### config.mk
export PLATFORM = sky130hd
export DESIGN_NAME = stretch_multi
export DESIGN_NICKNAME = d
export VERILOG_FILES = /design/src/rtl/stretch_pkg.sv /design/src/rtl/stretch_chan.sv /design/src/rtl/stretch_multi.sv
export SDC_FILE = /design/constraint.sdc
export NUM_CORES = 1
export LEC_CHECK = 0
export CORE_ASPECT_RATIO = 1.5
export CORE_MARGIN = 3
export CORE_UTILIZATION = 39
export CTS_BUF_LIST = sky130_fd_sc_hd__clkbuf_8
export DETAILED_ROUTE_END_ITERATION = 16
export PLACE_DENSITY = 0.56
export SLEW_MARGIN = 20
export SYNTH_ARGS = -nofsm -noshare
export SYNTH_HDL_FRONTEND = slang
export SYNTH_HIERARCHICAL = 1
export SYNTH_SLANG_ARGS = --single-unit
### constraint.sdc
create_clock -name clk -period 3.1 [get_ports clk]
set_input_delay 0.465 -clock clk [delete_from_list [all_inputs] [get_ports clk]]
set_output_delay 0.465 -clock clk [all_outputs]
set_load 0.05 [all_outputs]
### src/rtl/stretch_pkg.sv
// Shared encodings for the multi-channel pulse stretcher: edge-mode select,
// channel FSM states and the edge qualification helper.
package stretch_pkg;

    typedef enum logic [1:0] {
        MODE_RISE   = 2'b00,
        MODE_FALL   = 2'b01,
        MODE_BOTH   = 2'b10,
        MODE_BYPASS = 2'b11
    } mode_e;

    typedef enum logic {
        ST_IDLE = 1'b0,
        ST_HOLD = 1'b1
    } state_e;

    // Bypass never qualifies an edge, so a bypassed channel can never enter HOLD.
    function automatic logic edge_hit(input logic [1:0] mode, input logic rise, input logic fall);
        logic hit;
        hit = 1'b0;
        case (mode_e'(mode))
            MODE_RISE: hit = rise;
            MODE_FALL: hit = fall;
            MODE_BOTH: hit = rise | fall;
            default:   hit = 1'b0;
        endcase
        return hit;
    endfunction

endpackage

### src/rtl/stretch_chan.sv
// One stretch channel: input synchroniser, edge detect and the IDLE/HOLD FSM
// with its tick counter. The hold tick, mode and retrigger come from the top.
module stretch_chan
    import stretch_pkg::*;
#(
    parameter int HOLD_TICKS  = 250,
    parameter int SYNC_STAGES = 2
) (
    input  logic       clk,
    input  logic       rst_n,
    input  logic       i_in,
    input  logic       i_tick,
    input  logic [1:0] i_mode,
    input  logic       i_retrig,
    output logic       o_out,
    output logic       o_busy
);

    localparam int            CW       = $clog2(HOLD_TICKS + 1);
    localparam logic [CW-1:0] CNT_LAST = CW'(HOLD_TICKS - 1);

    logic [SYNC_STAGES-1:0] r_sync;
    logic                   r_prev;
    state_e                 r_state;
    logic [CW-1:0]          r_cnt;

    logic w_s;
    logic w_edge;
    logic w_expire;
    logic w_bypass;

    assign w_s      = r_sync[SYNC_STAGES-1];
    assign w_edge   = edge_hit(i_mode, w_s & ~r_prev, ~w_s & r_prev);
    assign w_expire = i_tick && (r_cnt == CNT_LAST);
    assign w_bypass = (mode_e'(i_mode) == MODE_BYPASS);

    // NOTE: every flop here uses <= so all stages sample the pre-edge values;
    // a blocking assignment would collapse the synchroniser into one stage.
    always_ff @(posedge clk or negedge rst_n) begin
        if (!rst_n) begin
            r_sync <= '0;
            r_prev <= 1'b0;
        end else begin
            r_sync <= {r_sync[SYNC_STAGES-2:0], i_in};
            r_prev <= w_s;
        end
    end

    // An edge coinciding with expiry always wins and restarts the hold.
    always_ff @(posedge clk or negedge rst_n) begin
        if (!rst_n) begin
            r_state <= ST_IDLE;
            r_cnt   <= '0;
            o_out   <= 1'b0;
            o_busy  <= 1'b0;
        end else if (w_bypass) begin
            r_state <= ST_IDLE;
            r_cnt   <= '0;
            o_out   <= w_s;
            o_busy  <= 1'b0;
        end else begin
            case (r_state)
                ST_IDLE: begin
                    if (w_edge) begin
                        r_state <= ST_HOLD;
                        r_cnt   <= '0;
                        o_out   <= 1'b1;
                        o_busy  <= 1'b1;
                    end else begin
                        o_out   <= w_s;
                        o_busy  <= 1'b0;
                    end
                end
                ST_HOLD: begin
                    if (w_edge && (i_retrig || w_expire)) begin
                        r_cnt   <= '0;
                        o_out   <= 1'b1;
                        o_busy  <= 1'b1;
                    end else if (w_expire) begin
                        r_state <= ST_IDLE;
                        r_cnt   <= '0;
                        o_out   <= w_s;
                        o_busy  <= 1'b0;
                    end else begin
                        if (i_tick) begin
                            r_cnt <= r_cnt + CW'(1);
                        end
                        o_out   <= 1'b1;
                        o_busy  <= 1'b1;
                    end
                end
                default: begin
                    r_state <= ST_IDLE;
                    r_cnt   <= '0;
                    o_out   <= 1'b0;
                    o_busy  <= 1'b0;
                end
            endcase
        end
    end

endmodule

### src/rtl/stretch_multi.sv
// Multi-channel pulse stretcher: one free-running prescaler shared by
// CHANNELS independent stretch channels.
module stretch_multi #(
    parameter int CHANNELS    = 4,
    parameter int TICK_DIV    = 50000,
    parameter int HOLD_TICKS  = 250,
    parameter int SYNC_STAGES = 2
) (
    input  logic                clk,
    input  logic                rst_n,
    input  logic [CHANNELS-1:0] in,
    input  logic [1:0]          mode,
    input  logic                retrig,
    output logic [CHANNELS-1:0] out,
    output logic [CHANNELS-1:0] busy
);

    localparam int            PW       = (TICK_DIV > 1) ? $clog2(TICK_DIV) : 1;
    localparam logic [PW-1:0] PRE_LAST = PW'(TICK_DIV - 1);

    logic [PW-1:0] r_pre;
    logic          w_tick;

    // With TICK_DIV=1 the counter sits at 0 and the tick is permanently high.
    assign w_tick = (r_pre == PRE_LAST);

    always_ff @(posedge clk or negedge rst_n) begin
        if (!rst_n) begin
            r_pre <= '0;
        end else if (w_tick) begin
            r_pre <= '0;
        end else begin
            r_pre <= r_pre + PW'(1);
        end
    end

    for (genvar g = 0; g < CHANNELS; g++) begin : g_chan
        stretch_chan #(
            .HOLD_TICKS  (HOLD_TICKS),
            .SYNC_STAGES (SYNC_STAGES)
        ) u_chan (
            .clk      (clk),
            .rst_n    (rst_n),
            .i_in     (in[g]),
            .i_tick   (w_tick),
            .i_mode   (mode),
            .i_retrig (retrig),
            .o_out    (out[g]),
            .o_busy   (busy[g])
        );
    end

endmodule
==> results by group, run 1 <==
Status
  • Outcome: finished clean

STA
  • Period minus WS final: approximately 2.4 ns
  • Total count of max-transition violations in the final report: 0
  • Total of endpoints with negative setup slack in the final report: 0
  • Setup repair after global routing missed its margin: no
  • Total Neg Setup Slack: 0 ns
  • Final worst-path cycle share: 77.4%
  • Transition at the pin with the smallest max-transition slack: 0.726 ns
  • Max_slew headroom: roughly half
  • Final hold viol count: 0
  • Worst setup skew after layout: 0.0125 ns
  • Worst Hold Margin: approximately 0.16 ns
  • Maximum clock rate: 417 MHz

Clock tree
  • CTS max path bufs: 2
  • H-Tree Depth: 3
  • CTS tree: yes
  • Number of clock sinks seen by CTS: slightly below 70
  • Clock root buffer master: sky130_fd_sc_hd__clkbuf_8
  • Clock transition time at the flip-flop clock pins of the worst setup and hold paths: 0.08 ns
  • CTS resizes: 0
  • Clock latency on the worst-skew pair: 0.35 ns
  • CTS hold repair buffers: 0
  • Clock buffer count from CTS: 9
  • # Post-CTS Setup Buffers: 0

Yosys
  • Share of Yosys cell area claimed by the top area cell type: 43.9%
  • Count of flip-flops with a built-in enable after synthesis: 0
  • Synth unique cells: 45
  • Mean instance size in the synthesized netlist: roughly 10 µm²
  • Seq cells post-synth: between 60 and 70
  • Yosys warning total: 6
  • Synthesized cell area: 3880 µm²
  • Mapped Nets: 414
  • Seq/Total Area, Yosys: 43.9%
  • Async set or reset register ratio after synthesis: 100%
  • Most area-hungry cell type in the Yosys netlist: sky130_fd_sc_hd__dfrtp_1
  • Post-Synthesis Cells: 388
  • Cell types with the largest area share after synthesis: sky130_fd_sc_hd__dfrtp_1 (44%), sky130_fd_sc_hd__ha_1 (5.5%), sky130_fd_sc_hd__nand3_1 (3.7%)
  • Ys flop type: sky130_fd_sc_hd__dfrtp_1

Run
  • Max-Cap Viols: 0

Worst setup path
  • Cell count of the worst reg-to-reg path: 8
  • Highest net fanout along the worst path: 23
  • Critical path data required time: around 3.3 ns
  • Setup CP Type: flip-flop to flip-flop
  • Worst R2R Start: r_pre[0]
  • FF-to-FF setup slack: 0.70 ns
  • Destination of the worst register-to-register timing path: g_chan[0].u_chan/o_out
  • Kind of capture point of the worst setup path: flip-flop
  • Crit. Startpoint: r_pre[0]
  • Critical path startpoint category: flip-flop
  • Worst endpoint data arrival time: 2.62 ns

Placement
  • Global placement routability congestion: roughly 0.82
  • Post-placement cell count: 523
  • DP HPWL: 5460 µm
  • Count of buffers inserted at the top-level ports: 16

GRT
  • Global routing usage summed across all routing layers: 15.1%
  • Global-route wire length before repair: approximately 13000 µm
  • Number of antenna violations at the first check in global routing: 0
  • Global-route congestion overflow total: 0
  • Maximum number of pins on one net before global-route repair: 40
  • Number of global-route vias before repair: 3019

Floorplanning
  • Width of the die: about 87 µm
  • Starting utilization of the core area: between 40% and 50%
  • Die height: 128 µm
  • Die outline area: around 11000 µm²
  • Num rows: 44
  • Count of boundary I/O pins: 17
  • Total core area: 9690 µm²

Layout
  • Commonest non-fill, non-tap cells in the layout: sky130_fd_sc_hd__dfrtp_1 (68), sky130_fd_sc_hd__inv_1 (38), sky130_fd_sc_hd__nand2_1 (32), sky130_fd_sc_hd__nand3_1 (29), sky130_fd_sc_hd__nor2_1 (20)
  • Fraction of layout instances using a drive strength above 1: between 10% and 20%
  • Final Instance Count excl. Fillers: 539
  • Net count of the finished layout: 445
  • Layout-stage area growth over the synthesis result: 14.9%
  • Most common cell after layout, fill and taps aside: sky130_fd_sc_hd__dfrtp_1
  • Antenna diode instance count: 0

Route
  • Number of nets with antenna violations after routing: 0
  • First-iteration detailed-routing DRC count: 120
  • Pre-Repair DR Iteration Count: 4
  • Wirelength per Cell: 14.3 µm
  • Vias per std cell: ~5.6
  • Vias: between 3000 and 4000
  • Total wire length: between 7000 and 8000 µm
  • Remaining design rule violation count: 0

Pwr
  • Max rail drop VDD: 290 µV
  • Leak: roughly 1.9 nW
  • Total power density per cell area: 450 nW/µm²

Hold path
  • Worst min path class: input port to async pin
## cells by family after synthesis
logic type	count (synthesis)	synth area share (%)
and+or+nand+nor	157	23.6
adders and majority gates	17	5.48
AOI/OAI and AO/OA	77	16.3
buffers and inverters	46	5.00
DFF	68	43.9
xor gates and xnor gates	11	2.48
muxes	12	3.23
## Yosys cell counts, types with 5 or more instances
master and count:
sky130_fd_sc_hd__o21ai_1 8, sky130_fd_sc_hd__nor4_1 5, sky130_fd_sc_hd__nand3b_1 5, sky130_fd_sc_hd__nand4_1 7
sky130_fd_sc_hd__o211ai_1 8, sky130_fd_sc_hd__nor2_1 20, sky130_fd_sc_hd__a31oi_1 8, sky130_fd_sc_hd__and4_1 5
sky130_fd_sc_hd__and3_1 13, sky130_fd_sc_hd__o31a_1 5, sky130_fd_sc_hd__nor2b_1 9, sky130_fd_sc_hd__mux2i_1 8
sky130_fd_sc_hd__a21oi_1 9, sky130_fd_sc_hd__ha_1 17, sky130_fd_sc_hd__dfrtp_1 68, sky130_fd_sc_hd__inv_1 36
sky130_fd_sc_hd__o221ai_1 12, sky130_fd_sc_hd__nand3_1 29, sky130_fd_sc_hd__o21ai_0 9, sky130_fd_sc_hd__xor2_1 7
sky130_fd_sc_hd__nand2_1 32
## worst max path at each step
stage / to / slack (ns) / cells past startpoint
2_1_floorplan: g_chan[0].u_chan/o_out / 0.86 / 8
3_3_place_gp: g_chan[1].u_chan/r_cnt[4] / 0.41 / 5
3_5_place_dp: g_chan[1].u_chan/r_cnt[6] / 0.34 / 5
4_1_cts: g_chan[3].u_chan/o_out / 0.68 / 8
5_1_grt: g_chan[1].u_chan/r_cnt[5] / 0.52 / 5
6_report: g_chan[0].u_chan/o_out / 0.70 / 8
## cell type report
class,instances,area (µm²)
Clock buffer,10,138
Clock inverter,6,80.1
Fill cell,917,5230
Inverter,40,155
Multi-Input combinational cell,274,1980
Sequential cell,68,1700
Tap cell,115,144
Timing Repair Buffer,26,255
## sequential cells by signal (all words and copies together) (netlist names)
register	cells
g_chan.u_chan/r_cnt	32
r_pre	16
g_chan.u_chan/r_sync	8
g_chan.u_chan/o_out	4
g_chan.u_chan/r_prev	4
g_chan.u_chan/r_state	4
## metrics by stage
stage	setup slack [ns]	instance area [µm²]	power [W]	util, %
floorplan	0.862	3880	0.00112	-
global placement	0.409	4240	0.00122	43.8
detailed placement	0.345	4240	0.00122	43.8
CTS	0.683	4460	0.00205	46.0
global route	0.515	4460	0.00210	46.0
finish	0.700	4460	0.00201	46.0
## metal layers
metal	vias to the layer above	share of wire, %	global-route usage (%)
met1	1467	44	17.6
met5	-	0	0
met3	13	3.2	3.73
li1	1492	-	-
met4	0	2.1	7.32
met2	49	51	25.3
## critical path: stages, from the launching register on
cell and delay [ns]:
sky130_fd_sc_hd__dfrtp_1 0.39, sky130_fd_sc_hd__ha_1 0.19, sky130_fd_sc_hd__and3_1 0.26, sky130_fd_sc_hd__and4_1 0.23
sky130_fd_sc_hd__buf_4 0.27, sky130_fd_sc_hd__and4b_1 0.30, sky130_fd_sc_hd__a21oi_1 0.09, sky130_fd_sc_hd__o31a_1 0.31
sky130_fd_sc_hd__or2_1 0.23
## power by group
part	switching [W]	total, W	internal (W)
Sequential	0.0000126	0.000919	0.000907
Combinational	0.000180	0.000284	0.000104
Clock	0.000336	0.000804	0.000468
Total	0.000529	0.00201	0.00148
(Power assumes the default switching activity.)
==> run 2: changes to the inputs <==
PLACE_DENSITY = 0.58   (was 0.56)
clock period = 2.2 ns   (was 3.1 ns; I/O delays follow)
==> run 2 against run 1 <==
  * Flip-flop and latch count unchanged
  * Maximum frequency up 12%
  * Highest routed layer unchanged
  * Final cell count up 4.5%
==> results by group, run 2 (synthesis gave the netlist of run 1 again) <==
Clock tree
  • Clock root buffer master: sky130_fd_sc_hd__clkbuf_8
  • H-Tree Depth: 3 (unchanged)
  • CTS tree: yes
  • Clock buffer count from CTS: 9 (unchanged)
  • CTS hold repair buffers: 0 (unchanged)
  • Clock latency on the worst-skew pair: 0.34 ns (about the same)
  • Number of clock sinks seen by CTS: 68 (unchanged)
  • Clock transition time at the flip-flop clock pins of the worst setup and hold paths: 0.07 ns (about the same)
  • CTS max path bufs: 2 (unchanged)

Route
  • First-iteration detailed-routing DRC count: 140 (+17%)
  • Number of nets with antenna violations after routing: 0 (unchanged)
  • Vias: 3117 (+3.2%)
  • Vias per std cell: 5.54 (-1.2%)
  • Remaining design rule violation count: 0 (unchanged)
  • Total wire length: 7880 µm (+2.2%)
  • Pre-Repair DR Iteration Count: 4 (unchanged)
  • Wirelength per Cell: 14.0 µm (-2.2%)

Worst setup path
  • Worst endpoint data arrival time: 2.36 ns (-0.26 ns)
  • Critical path data required time: 2.43 ns (-0.89 ns)
  • Crit. Startpoint: r_pre[1]
  • Worst R2R Start: r_pre[1]
  • Setup CP Type: flip-flop to flip-flop
  • Critical path startpoint category: flip-flop
  • Highest net fanout along the worst path: 6 (-74%)
  • Kind of capture point of the worst setup path: flip-flop

Pwr
  • Leak: 2.05 nW (+6.3%)
  • Total power density per cell area: 578 nW/µm² (+28%)
  • Max rail drop VDD: 418 µV (+44%)

Hold path
  • Worst min path class: input port to async pin

STA
  • Total Neg Setup Slack: 0 ns (unchanged)
  • Worst Hold Margin: 0.00000117 ns (-0.160 ns)
  • Worst setup skew after layout: 0.00672 ns (-0.00578 ns)
  • Total count of max-transition violations in the final report: 0 (unchanged)
  • Final hold viol count: 0 (unchanged)
  • Period minus WS final: 2.14 ns (-0.261 ns)
  • Max_slew headroom: 66.4% (+15 points)
  • Final worst-path cycle share: 97.2% (+20 points)
  • Total of endpoints with negative setup slack in the final report: 0 (unchanged)
  • Maximum clock rate: 467 MHz (+12%)
  • Transition at the pin with the smallest max-transition slack: 0.502 ns (-0.224 ns)

Placement
  • DP HPWL: 5440 µm (-0.38%)
  • Global placement routability congestion: 0.805 (-1.8%)
  • Count of buffers inserted at the top-level ports: 16 (unchanged)

Floorplanning
  • Count of boundary I/O pins: 17 (unchanged)
  • Starting utilization of the core area: 40.0% (unchanged)
  • Num rows: 44 (unchanged)
  • Total core area: 9690 µm² (unchanged)
  • Width of the die: 87.4 µm (unchanged)
  • Die outline area: 11200 µm² (unchanged)
  • Die height: 128 µm (unchanged)

GRT
  • Number of global-route vias before repair: 3054 (+1.2%)
  • Global-route congestion overflow total: 0 (unchanged)
  • Global-route wire length before repair: 13900 µm (+3.2%)
  • Number of antenna violations at the first check in global routing: 0 (unchanged)
  • Maximum number of pins on one net before global-route repair: 69 (+73%)
  • Global routing usage summed across all routing layers: 15.4% (+0.38 points)

Layout
  • Net count of the finished layout: 470 (+5.6%)
  • Fraction of layout instances using a drive strength above 1: 17.9% (+7.0 points)
  • Antenna diode instance count: 0 (unchanged)
  • Layout-stage area growth over the synthesis result: 20.5%
  • Flip-flop count of the largest register after layout: 32 (unchanged)
  • Total of fill cells in the finished design: 912 (-0.55%)
  • Largest registers: g_chan.u_chan/r_cnt x32, r_pre x16, g_chan.u_chan/r_sync x8
  • Commonest non-fill, non-tap cells in the layout: sky130_fd_sc_hd__dfrtp_1 (67), sky130_fd_sc_hd__inv_1 (39), sky130_fd_sc_hd__buf_4 (32), sky130_fd_sc_hd__nand2_1 (29), sky130_fd_sc_hd__nand3_1 (29)
  • Register with the most flip-flops: g_chan.u_chan/r_cnt
  • Multi-input gate area: 2030 µm² (+2.6%)
  • Total area of sequential cells: 1700 µm² (about the same)
  • Most common cell after layout, fill and taps aside: sky130_fd_sc_hd__dfrtp_1

Status
  • Outcome: finished clean

Run
  • Max-Cap Viols: 0 (unchanged)
-- run 2: final timing paths --
kind,slack [ns],cells after the start,endpoint
max,0.06,8,g_chan[0].u_chan/o_out
min in group clk,0.35,0,g_chan[3].u_chan/r_sync[1]
min reg2reg,0.35,0,g_chan[3].u_chan/r_sync[1]
max reg2reg,0.06,8,g_chan[0].u_chan/o_out
max in group asynchronous,1.90,2,g_chan[3].u_chan/r_cnt[4]
min,0.000001,2,g_chan[1].u_chan/r_cnt[5]
-- run 2: worst max-delay path, stage by stage, from the launching register on --
cell and delay, ns:
sky130_fd_sc_hd__dfrtp_1 0.37, sky130_fd_sc_hd__ha_2 0.19, sky130_fd_sc_hd__and3_4 0.21, sky130_fd_sc_hd__and4_4 0.22
sky130_fd_sc_hd__buf_4 0.16, sky130_fd_sc_hd__and4b_1 0.26, sky130_fd_sc_hd__a21oi_1 0.09, sky130_fd_sc_hd__o31a_1 0.32
sky130_fd_sc_hd__or2_1 0.21
-- run 2: area by class of cell --
type / instances / share of cell area, %
multi-input combinational: 274 / 43.5
inverter: 40 / 3.32
sequential: 68 / 36.4
clock buffer: 10 / 2.94
clock inverter: 5 / 0.990
timing repair buffer: 51 / 9.74
tap: 115 / 3.08
-- run 2: through the flow --
step,utilization [%],setup slack (ns),cell area [µm²],instances,total power (W)
3_3_place_gp,45.4,-0.000853,4390,542,0.00173
2_1_floorplan,-,0.0822,3880,388,0.00157
5_1_grt,48.3,-0.0236,4680,563,0.00285
3_5_place_dp,45.4,-0.0257,4390,542,0.00174
4_1_cts,47.3,0.00000644,4580,557,0.00275
6_report,48.3,0.0609,4680,563,0.00270
-- run 2: metal layers --
metal  track usage, %  share of wire, %
met1             19.9                47
met2             24.4                49
met3             4.18               3.1
met4             5.96               1.3
met5                0                 0
-- run 2: where the power goes --
group | switching, W | total (W) | internal, W
Combinational | 0.000260 | 0.000430 | 0.000170
Clock | 0.000444 | 0.000979 | 0.000534
Sequential | 0.0000170 | 0.00129 | 0.00128
-- run 2: what timing repair did --
action / 4_1_cts / 5_1_grt
resized for setup: 1 / 12
pin swaps: 0 / 8
setup buffers: 0 / 6
setup endpoints to repair: 4 / 26
==> run 3: changes to the inputs <==
RECOVER_POWER = 100   (was default)
==> run 3 against run 2 <==
  * The flow now finishes with violations (max-capacitance violations, max-slew violations)
  * Flip-flop and latch count did not move
  * Clock skew did not move
  * Worst hold slack improved by 0.35 ns
  * Critical path type unchanged
  * Clock power barely moved
  * Utilization fell by 0.25 points
  * Global-route usage did not move
  * Wire length fell by 0.23%
  * Via count barely moved
  * Non-clock buffer count did not move
  * Register-to-register slack barely moved
==> results by group, run 3 (synthesis gave the netlist of run 1 again) <==
Worst setup path
  • Kind of capture point of the worst setup path: flip-flop
  • Critical path startpoint category: flip-flop
  • Slowest cell delay on critical path: 0.36 ns (about the same)
  • Cell with the biggest individual delay on the critical path: sky130_fd_sc_hd__dfrtp_1
  • Critical path data required time: 2.43 ns (about the same)
  • Highest net fanout along the worst path: 6 (unchanged)
  • Gate family responsible for the most delay along the worst path: simple AND/OR/NAND/NOR gates
  • FF-to-FF setup slack: 0.07 ns (about the same)
  • Worst endpoint data arrival time: 2.35 ns (about the same)
  • WP buf/inv: 1 (unchanged)
  • Cell chain of the critical path: ha_2 > and3_4 > and4_4 > buf_4 > and4b_1 > a21oi_1 > o31a_1 > or2_1
  • Setup CP Type: flip-flop to flip-flop

Clock tree
  • CTS max path bufs: 2 (unchanged)
  • H-Tree Depth: 3 (unchanged)
  • Clock buffer count from CTS: 9 (unchanged)
  • Clock transition time at the flip-flop clock pins of the worst setup and hold paths: 0.07 ns (about the same)
  • Number of clock sinks seen by CTS: 68 (unchanged)
  • Clock root buffer master: sky130_fd_sc_hd__clkbuf_8
  • Clock latency on the worst-skew pair: 0.34 ns (about the same)
  • CTS tree: yes
  • CTS hold repair buffers: 0 (unchanged)

Floorplanning
  • Starting utilization of the core area: 40.0% (unchanged)
  • Die height: 128 µm (unchanged)
  • Width of the die: 87.4 µm (unchanged)
  • Total core area: 9690 µm² (unchanged)
  • Count of boundary I/O pins: 17 (unchanged)
  • Num rows: 44 (unchanged)
  • Die outline area: 11200 µm² (unchanged)

Layout
  • Flip-flop count of the largest register after layout: 32 (unchanged)
  • Final Cell Area: 4650 µm² (-0.51%)
  • Commonest non-fill, non-tap cells in the layout: sky130_fd_sc_hd__dfrtp_1 (67), sky130_fd_sc_hd__inv_1 (39), sky130_fd_sc_hd__buf_4 (31), sky130_fd_sc_hd__nand2_1 (30), sky130_fd_sc_hd__nand3_1 (29)
  • Antenna diode instance count: 0 (unchanged)
  • Largest registers: g_chan.u_chan/r_cnt x32, r_pre x16, g_chan.u_chan/r_sync x8
  • Register with the most flip-flops: g_chan.u_chan/r_cnt
  • Net count of the finished layout: 470 (unchanged)
  • Fraction of layout instances using a drive strength above 1: 17.2% (-0.67 points)
  • Most common cell after layout, fill and taps aside: sky130_fd_sc_hd__dfrtp_1
  • Layout-stage area growth over the synthesis result: 19.9%

STA
  • Total count of max-transition violations in the final report: 69 (+69)
  • Final hold viol count: 0 (unchanged)
  • Transition at the pin with the smallest max-transition slack: 1.67 ns (+1.17 ns)
  • Max_slew headroom: -11.4% (-78 points)
  • Maximum clock rate: 470 MHz (+0.48%)
  • Final worst-path cycle share: 96.8% (-0.47 points)
  • Total of endpoints with negative setup slack in the final report: 0 (unchanged)
  • Post-layout worst setup margin: 0.0711 ns (+0.0102 ns)
  • Period minus WS final: 2.13 ns (-0.0102 ns)
  • Worst setup skew after layout: 0.00672 ns (unchanged)

Pwr
  • Total power density per cell area: 580 nW/µm² (+0.31%)
  • Leak: 2.04 nW (-0.43%)
  • Max rail drop VDD: 418 µV (about the same)

GRT
  • Maximum number of pins on one net before global-route repair: 69 (unchanged)
  • Global-route congestion overflow total: 0 (unchanged)
  • Global routing usage summed across all routing layers: 15.4% (unchanged)
  • Global-route wire length before repair: 13900 µm (unchanged)
  • Number of antenna violations at the first check in global routing: 0 (unchanged)
  • Number of global-route vias before repair: 3054 (unchanged)

Route
  • First-iteration detailed-routing DRC count: 158 (+13%)
  • Wirelength per Cell: 14.0 µm (-0.23%)
  • Number of nets with antenna violations after routing: 0 (unchanged)
  • Vias per std cell: 5.54 (about the same)
  • Pre-Repair DR Iteration Count: 4 (unchanged)
  • Vias: 3118 (+0.032%)
  • Total wire length: 7860 µm (-0.23%)
  • Remaining design rule violation count: 0 (unchanged)

Placement
  • Global placement routability congestion: 0.805 (unchanged)
  • Dpl ws: -0.0257 ns (unchanged)
  • Placed Area: 4390 µm² (unchanged)
  • Count of buffers inserted at the top-level ports: 16 (unchanged)
  • DP HPWL: 5440 µm (unchanged)

Run
  • Max-Cap Viols: 1 (+1)

Status
  • Violations in the final reports: max-capacitance violations, max-slew violations
  • Outcome: complete, but fails checks

Hold path
  • Worst min path class: flip-flop to flip-flop
-- run 3: cell count changes in the layout (fill, tap and decap cells not counted) --
| cell | delta |
|---|---|
| sky130_fd_sc_hd__dlygate4sd3_1 | +4 |
| sky130_fd_sc_hd__clkbuf_2 | +1 |
| sky130_fd_sc_hd__buf_12 | -1 |
| sky130_fd_sc_hd__buf_4 | -1 |
| sky130_fd_sc_hd__nand2_1 | +1 |
| sky130_fd_sc_hd__clkbuf_1 | +1 |
| sky130_fd_sc_hd__clkdlybuf4s50_1 | -4 |
| sky130_fd_sc_hd__and4_1 | +1 |
| sky130_fd_sc_hd__nand2_2 | -1 |
| sky130_fd_sc_hd__and4_4 | -1 |
-- run 3: worst paths after layout --
check                                      startpoint                    endpoint  cells after the start
max                                          r_pre[1]      g_chan[0].u_chan/o_out                      8
min                        g_chan[3].u_chan/r_sync[0]  g_chan[3].u_chan/r_sync[1]                      0
max reg2reg                                  r_pre[1]      g_chan[0].u_chan/o_out                      8
min reg2reg                g_chan[3].u_chan/r_sync[0]  g_chan[3].u_chan/r_sync[1]                      0
max in group asynchronous                       rst_n                   r_pre[11]                      2
min in group asynchronous                       rst_n   g_chan[1].u_chan/r_cnt[5]                      2
-- run 3: cell type report --
cell class / instances / area, µm²
Clock buffer: 10 / 138
Clock inverter: 5 / 46.3
Fill cell: 918 / 5040
Inverter: 40 / 155
Multi-Input combinational cell: 274 / 2030
Sequential cell: 68 / 1700
Tap cell: 115 / 144
Timing Repair Buffer: 51 / 437
-- run 3: repair_timing --
item / 4_1_cts / 5_1_grt
endpoints found under the setup margin: 4 / 26
pin swaps: 0 / 8
setup buffers: 0 / 6
resized for setup: 1 / 12
-- run 3: through the flow --
step,std cells,util (%),hold WS (ns),total power [W],TNS (ns)
finish,563,48.0,0.347,0.00270,0
global route,563,48.0,0.364,0.00285,-0.0236
CTS,557,47.3,0.00535,0.00275,0
detailed placement,542,45.4,0.336,0.00174,-0.0815
global placement,542,45.4,0.338,0.00173,-0.000853
floorplan,388,-,0.0344,0.00157,0
-- run 3: layer usage --
metal  GRT usage, %  vias up  routed length [µm]
li1               -     1539                   -
met3           4.18       10                 256
met4           5.96        0                 106
met1           19.9     1512                3670
met2           24.4       57                3830
met5              0        -                   0
-- run 3: power by group --
part	switching, W	internal, W	total [W]	leakage [nW]
combinational	0.000259	0.000166	0.000425	1.05
clock	0.000444	0.000534	0.000978	0.106
sequential	0.0000170	0.00128	0.00130	0.881
total	0.000720	0.00198	0.00270	2.04
